<file path="src/rtl/ssd_ahb_display.sv">
`default_nettype none
// ============================================================================
//  Module   : ssd_ahb_display
//  Function : AHB-Lite slave that stages and commits a 5-bit class index,
//             then shows it on a time-multiplexed 4-digit 7-segment display.
//  Revision : 1.0  initial release
// ============================================================================
module ssd_ahb_display #(
    parameter int          REFRESH_DIV = 100000,
    parameter logic [3:0]  BASE_HI     = 4'hC,
    parameter int          CNT_W       = 8
) (
    input  logic        clk,
    input  logic        resetn,
    input  logic [31:0] ahb_s0_haddr_i,
    input  logic        ahb_s0_hwrite_i,
    input  logic [2:0]  ahb_s0_hsize_i,
    input  logic [2:0]  ahb_s0_hburst_i,
    input  logic [3:0]  ahb_s0_hprot_i,
    input  logic [1:0]  ahb_s0_htrans_i,
    input  logic        ahb_s0_hmastlock_i,
    input  logic [31:0] ahb_s0_hwdata_i,
    input  logic        SW0,
    output logic [31:0] ahb_s0_hrdata_o,
    output logic        ahb_s0_hready_o,
    output logic        ahb_s0_hresp_o,
    output logic [6:0]  seg,
    output logic [3:0]  an
);

    localparam int REF_W = (REFRESH_DIV > 2) ? $clog2(REFRESH_DIV) : 1;
    localparam logic [REF_W-1:0] c_ref_last = REF_W'(REFRESH_DIV - 1);
    localparam logic [6:0] c_blank = 7'h7F;

    typedef enum logic [0:0] {
        ST_OKAY = 1'b0,
        ST_ERR2 = 1'b1
    } state_t;

    state_t r_state;
    state_t w_state_next;

    logic             r_dp_valid;
    logic [1:0]       r_dp_addr;
    logic             r_dp_write;
    logic             r_dp_size_ok;
    logic [4:0]       r_data;
    logic [4:0]       r_committed;
    logic [CNT_W-1:0] r_cnt;
    logic             r_sw_meta;
    logic             r_sw_sync;
    logic [REF_W-1:0] r_refresh;
    logic [1:0]       r_digit;

    logic             w_accept;
    logic             w_dp_err;
    logic             w_wr_en;
    logic [31:0]      w_status;
    logic [1:0]       w_digit_next;
    logic [3:0]       w_ones;
    logic [3:0]       w_tens;
    logic [6:0]       w_seg_next;
    logic [3:0]       w_an_next;

    logic w_unused;
    assign w_unused = ^{ahb_s0_hburst_i, ahb_s0_hprot_i, ahb_s0_hmastlock_i,
                        ahb_s0_haddr_i[27:4], ahb_s0_haddr_i[1:0],
                        ahb_s0_htrans_i[0], ahb_s0_hwdata_i[31:5]};

    function automatic logic [6:0] seg_encode(input logic [3:0] v);
        logic [6:0] s;
        case (v)
            4'h0: s = 7'h40;  4'h1: s = 7'h79;  4'h2: s = 7'h24;  4'h3: s = 7'h30;
            4'h4: s = 7'h19;  4'h5: s = 7'h12;  4'h6: s = 7'h02;  4'h7: s = 7'h78;
            4'h8: s = 7'h00;  4'h9: s = 7'h10;  4'hA: s = 7'h08;  4'hB: s = 7'h03;
            4'hC: s = 7'h46;  4'hD: s = 7'h21;  4'hE: s = 7'h06;  default: s = 7'h0E;
        endcase
        return s;
    endfunction

    assign w_accept = ahb_s0_htrans_i[1] && ahb_s0_hready_o &&
                      (ahb_s0_haddr_i[31:28] == BASE_HI);
    assign w_dp_err = r_dp_valid && ((r_dp_addr == 2'd3) || !r_dp_size_ok);

    always_comb begin
        w_status                   = '0;
        w_status[4:0]              = r_committed;
        w_status[8]                = r_sw_sync;
        w_status[16+CNT_W-1:16]    = r_cnt;
    end

    // ------------------------------------------------------------------------
    // Bus response FSM: ERR1 is the erroring data phase itself, ERR2 is a state
    // ------------------------------------------------------------------------
    always_ff @(posedge clk or negedge resetn) begin
        if (!resetn) r_state <= ST_OKAY;
        else         r_state <= w_state_next;
    end

    always_comb begin
        w_state_next    = r_state;
        ahb_s0_hready_o = 1'b1;
        ahb_s0_hresp_o  = 1'b0;
        ahb_s0_hrdata_o = '0;
        w_wr_en         = 1'b0;
        case (r_state)
            ST_OKAY: begin
                if (w_dp_err) begin
                    ahb_s0_hready_o = 1'b0;
                    ahb_s0_hresp_o  = 1'b1;
                    w_state_next    = ST_ERR2;
                end else if (r_dp_valid) begin
                    if (r_dp_write) begin
                        w_wr_en = 1'b1;
                    end else begin
                        case (r_dp_addr)
                            2'd0:    ahb_s0_hrdata_o = {27'd0, r_data};
                            2'd2:    ahb_s0_hrdata_o = w_status;
                            default: ahb_s0_hrdata_o = '0;
                        endcase
                    end
                end
            end
            ST_ERR2: begin
                ahb_s0_hresp_o = 1'b1;
                w_state_next   = ST_OKAY;
            end
            default: w_state_next = ST_OKAY;
        endcase
    end

    always_ff @(posedge clk or negedge resetn) begin
        if (!resetn) begin
            r_dp_valid   <= 1'b0;
            r_dp_addr    <= 2'd0;
            r_dp_write   <= 1'b0;
            r_dp_size_ok <= 1'b0;
        end else begin
            r_dp_valid <= w_accept;
            if (w_accept) begin
                r_dp_addr    <= ahb_s0_haddr_i[3:2];
                r_dp_write   <= ahb_s0_hwrite_i;
                r_dp_size_ok <= (ahb_s0_hsize_i == 3'b010);
            end
        end
    end

    // Commit reads r_data as already updated by a preceding pipelined write
    always_ff @(posedge clk or negedge resetn) begin
        if (!resetn) begin
            r_data      <= '0;
            r_committed <= '0;
            r_cnt       <= '0;
        end else if (w_wr_en) begin
            case (r_dp_addr)
                2'd0: r_data <= ahb_s0_hwdata_i[4:0];
                2'd1: begin
                    if (ahb_s0_hwdata_i[0]) begin
                        r_committed <= r_data;
                        r_cnt       <= r_cnt + 1'b1;
                    end
                end
                default: ;
            endcase
        end
    end

    always_ff @(posedge clk or negedge resetn) begin
        if (!resetn) begin
            r_sw_meta <= 1'b0;
            r_sw_sync <= 1'b0;
        end else begin
            r_sw_meta <= SW0;
            r_sw_sync <= r_sw_meta;
        end
    end

    // ------------------------------------------------------------------------
    // Display: seg/an are loaded only at slot boundaries for the next digit
    // ------------------------------------------------------------------------
    always_comb begin
        w_digit_next = r_digit + 2'd1;
        w_an_next    = ~(4'b0001 << w_digit_next);
        if (r_sw_sync) begin
            w_ones = r_committed[3:0];
            w_tens = {3'b000, r_committed[4]};
        end else begin
            w_ones = 4'(r_committed % 5'd10);
            w_tens = 4'(r_committed / 5'd10);
        end
        case (w_digit_next)
            2'd0:    w_seg_next = seg_encode(w_ones);
            2'd1:    w_seg_next = (w_tens == 4'd0) ? c_blank : seg_encode(w_tens);
            default: w_seg_next = c_blank;
        endcase
    end

    always_ff @(posedge clk or negedge resetn) begin
        if (!resetn) begin
            r_refresh <= '0;
            r_digit   <= 2'd0;
            seg       <= c_blank;
            an        <= 4'hF;
        end else if (r_refresh == c_ref_last) begin
            r_refresh <= '0;
            r_digit   <= w_digit_next;
            seg       <= w_seg_next;
            an        <= w_an_next;
        end else begin
            r_refresh <= r_refresh + 1'b1;
        end
    end

endmodule
`default_nettype wire
</file>
<file path="config.mk">
export PLATFORM = sky130hd
export DESIGN_NAME = ssd_ahb_display
export DESIGN_NICKNAME = d
export VERILOG_FILES = /design/src/rtl/ssd_ahb_display.sv
export SDC_FILE = /design/constraint.sdc
export NUM_CORES = 1
export LEC_CHECK = 0
export ABC_AREA = 0
export ABC_CLOCK_PERIOD_IN_PS = 3700
export BUFFER_PORTS_ARGS = -buffer_cell sky130_fd_sc_hd__buf_4
export CORE_MARGIN = 4
export CORE_UTILIZATION = 35
export DETAILED_ROUTE_END_ITERATION = 8
export SLEW_MARGIN = 20
export SYNTH_ARGS = -nofsm -noshare
export SYNTH_HDL_FRONTEND = slang
export SYNTH_SLANG_ARGS = --single-unit
</file>
<file path="constraint.sdc">
create_clock -name clk -period 3.7 [get_ports clk]
set_input_delay 0.74 -clock clk [delete_from_list [all_inputs] [get_ports clk]]
set_output_delay 0.74 -clock clk [all_outputs]
set_load 0.01 [all_outputs]
</file>
==> results.toml <==
[outcome]
status = "finished, final reports clean"

[power]
power_frac_clock_pct = 30.1
switchingPower_uw = 352.8
p_seq_share_pct = 55.5
p_leak_uw = 0.001674
p_comb_share_pct = 14.3
p_int_uw = 848.0
max-vdd-ir-drop_mv = 0.1467
power_uw = 1201
swShare_pct = 29.38
power.density_mw_per_mm2 = 324.5

[clock_tree]
tritoncts_num_sinks = 56
h-tree-depth = 2
post-cts-setup-buffers = 0
cts_resized = 0
clk_pin_slew_ps = 120
cts-buffers-inserted = 5
root_buffer = "clkbuf_8"
cts_tree = "built"
cts_hold_buffers = 0
cts.path.max_buffers = 2
clock_latency_ps = 320

[global_routing]
grt_max_degree = 57
grt_antenna_before_repair = 0
grt_overflow = 0
grt_first_pass_wirelength_um = 11400
grt_pass1_vias = 2366
grt_usage_pct = 12.47

[min_path]
hold_depth = 0
hp-class = "flop to flop"

[finish]
syn_to_final_growth_pct = 14.17
nNetsFinal = 468
nFillCells = 883
num_antenna_cells = 0
drive_above_1_share_pct = 23.08

[drt]
route.detailed.drc = 0
ant_nets = 0
wire_per_inst_um = 13.28
firstDrtPassIters = 4
num_vias = 2405
routed_wl_um = 6442
drt_iter0_markers = 87
viasPerCell = 4.959

[synthesis]
ys_warn_count = 0
netlist_instances = 334
async_flop_share_pct = 100.0
syn-cell-area_mm2 = 0.003241
synthFlopType = "dfrtp_1"
synth_edf_count = 0
synth-seq-cells = 56
synth_cell_type_count = 59
ys_seq_area_share_pct = 43.67
syn_area_per_cell_um2 = 9.702

[setup_path]
arrival_ps = 3230
path_max_fanout = 11
crit_type = "flop to flop"
start_kind = "flop"
reg2reg_depth = 10
worstSetupEndpointType = "flop"
rrSetupSlack_ps = 710
worst-endpoint-required_ps = 3940

[timing]
max_freq_ghz = 0.3339
min_period_ps = 2995
setup_viol = 0
slew_viol_final = 0
maxSlewHeadroom_pct = 43.63
rsz0062_at_grt = "no"
final.setup_skew_ps = 11.73
worst_pin_slew_ps = 833.7
setup-tns-final_ps = 0
hold_viol_final = 0
period_share_pct = 80.94

[floorplan]
die-area_mm2 = 0.01086
die_x_um = 104.2
row_count = 34
initial_core_util_pct = 36.62
die_h_um = 104.2
core-area_mm2 = 0.008848
io_pins = 126

[flow_run]
drv_cap = 0

[placement]
gp_congestion = 0.8201
portBuffers = 45
dp_hpwl_um = 4676
## final cells by class
type | instances | area (µm²) | share of cell area [%]
Timing Repair Buffer | 49 | 367.9 | 9.943
Clock inverter | 3 | 26.28 | 0.7102
Clock buffer | 5 | 68.82 | 1.860
Sequential cell | 56 | 1415 | 38.25
Tap cell | 108 | 135.1 | 3.652
Inverter | 18 | 67.56 | 1.826
Multi-Input combinational cell | 246 | 1619 | 43.76
## routing by layer
layer	wire length, µm	global-route usage, %	vias to the layer above
met3	346	3.104	5
met1	3275	17.83	1139
met4	51	3.229	0
met5	0	0	-
li1	-	-	1197
met2	2768	18.80	64
## worst max-delay path, cell delays in order, from the launching register on
cell and delay (ps):
dfrtp_1 540, inv_1 170, nor2_1 150, a21boi_0 160, ha_1 310, or3_1 390
a211oi_1 270, or2_1 350, nor2_1 130, o31a_1 300, a21oi_1 160
## cells in the final DEF, fill, tap and decap left out, types with 4 or more instances in the layout
cell | synthesis | routed
xnor2_1 | 15 | 15
nand4_1 | 9 | 9
nand2_1 | 25 | 25
nor3_1 | 4 | 4
buf_4 | 19 | 49
dfrtp_1 | 45 | 45
nor2_1 | 36 | 36
xor2_1 | 7 | 7
a22oi_1 | 6 | 6
a31oi_1 | 6 | 6
inv_1 | 18 | 18
nand3_1 | 12 | 12
mux2_2 | 10 | 10
clkbuf_8 | 0 | 5
o21ai_0 | 16 | 16
mux2i_1 | 6 | 6
conb_1 | 1 | 18
ha_1 | 11 | 11
dfstp_2 | 11 | 11
and2_1 | 9 | 9
a21oi_1 | 5 | 5
## worst paths after layout
path,endpoint,from
min in group asynchronous,r_cnt[4],resetn
setup reg to reg,seg[0],r_committed[4]
max in group asynchronous,r_refresh[12],resetn
hold / removal,r_sw_sync,r_sw_meta
setup / recovery,seg[0],r_committed[4]
hold reg to reg,r_sw_sync,r_sw_meta
## cells in the mapped netlist, types with 2 or more instances
library cell	number	area share, %
a31oi_1	6	1.2
nor3_1	4	0.62
o22ai_1	2	0.39
o2111ai_1	2	0.54
xor2_1	7	1.9
o21ai_0	16	2.5
mux2_2	10	3.5
dfstp_2	11	8.9
clkbuf_1	5	0.58
mux2i_1	6	1.9
a22oi_1	6	1.4
nor4b_1	3	0.81
dfrtp_1	45	35
and3_1	3	0.58
and4_1	2	0.54
nand3b_1	3	0.69
and2_1	9	1.7
nand2b_1	2	0.39
nand4_1	9	1.7
nor2_1	36	4.2
a41oi_1	2	0.54
nand2_1	25	2.9
buf_2	6	0.93
ha_1	11	4.2
nor2b_1	2	0.39
or4_1	2	0.46
or3_1	3	0.58
inv_1	18	2.1
buf_4	19	4.4
nand3_1	12	1.9
a21oi_1	5	0.77
xnor2_1	15	4.1
## cells by family (layout without fill, tap and decap cells)
| group | Yosys count | count (layout) | share of synthesized area [%] |
|---|---|---|---|
| AO/OA/AOI/OAI | 51 | 51 | 11.00 |
| XOR/XNOR | 22 | 22 | 5.946 |
| adder cells (fa/ha/maj) | 11 | 11 | 4.247 |
| buffers and inverters | 49 | 75 | 8.340 |
| flip-flops | 56 | 56 | 43.67 |
| multiplexers | 16 | 16 | 5.328 |
| other | 1 | 18 | 0.1157 |
| AND/OR/NAND/NOR | 128 | 128 | 21.35 |
## through the flow
stage / hold slack (ps) / instances / instance area (µm²) / worst slack, ps / utilization, %
6_report: 360.5 / 485 / 3700 / 705.1 / 41.81
3_5_place_dp: 334.7 / 477 / 3605 / 774.2 / 40.74
5_1_grt: 374.5 / 485 / 3700 / 412.4 / 41.81
4_1_cts: 360.9 / 485 / 3700 / 682.0 / 41.81
2_1_floorplan: 331.2 / 351 / 3304 / 1120 / -
3_3_place_gp: 334.5 / 477 / 3605 / 783.3 / 40.74
## power by group through the flow
stage,Combinational (µW),Sequential (µW),Clock [µW]
floorplan,149,664,0
global placement,169,677,0
detailed placement,171,678,0
CTS,173,667,377
global route,196,672,400
finish,172,667,362
## registers in the layout (all words and copies together), names as in the netlist
signal	flops
r_refresh	17
r_cnt	8
seg	7
r_committed	5
r_data	5
an	4
r_digit	2
r_dp_addr	2
r_dp_size_ok	1
r_dp_valid	1
r_dp_write	1
r_state	1
r_sw_meta	1
r_sw_sync	1
Note: power is estimated with default switching activity, not from simulation.
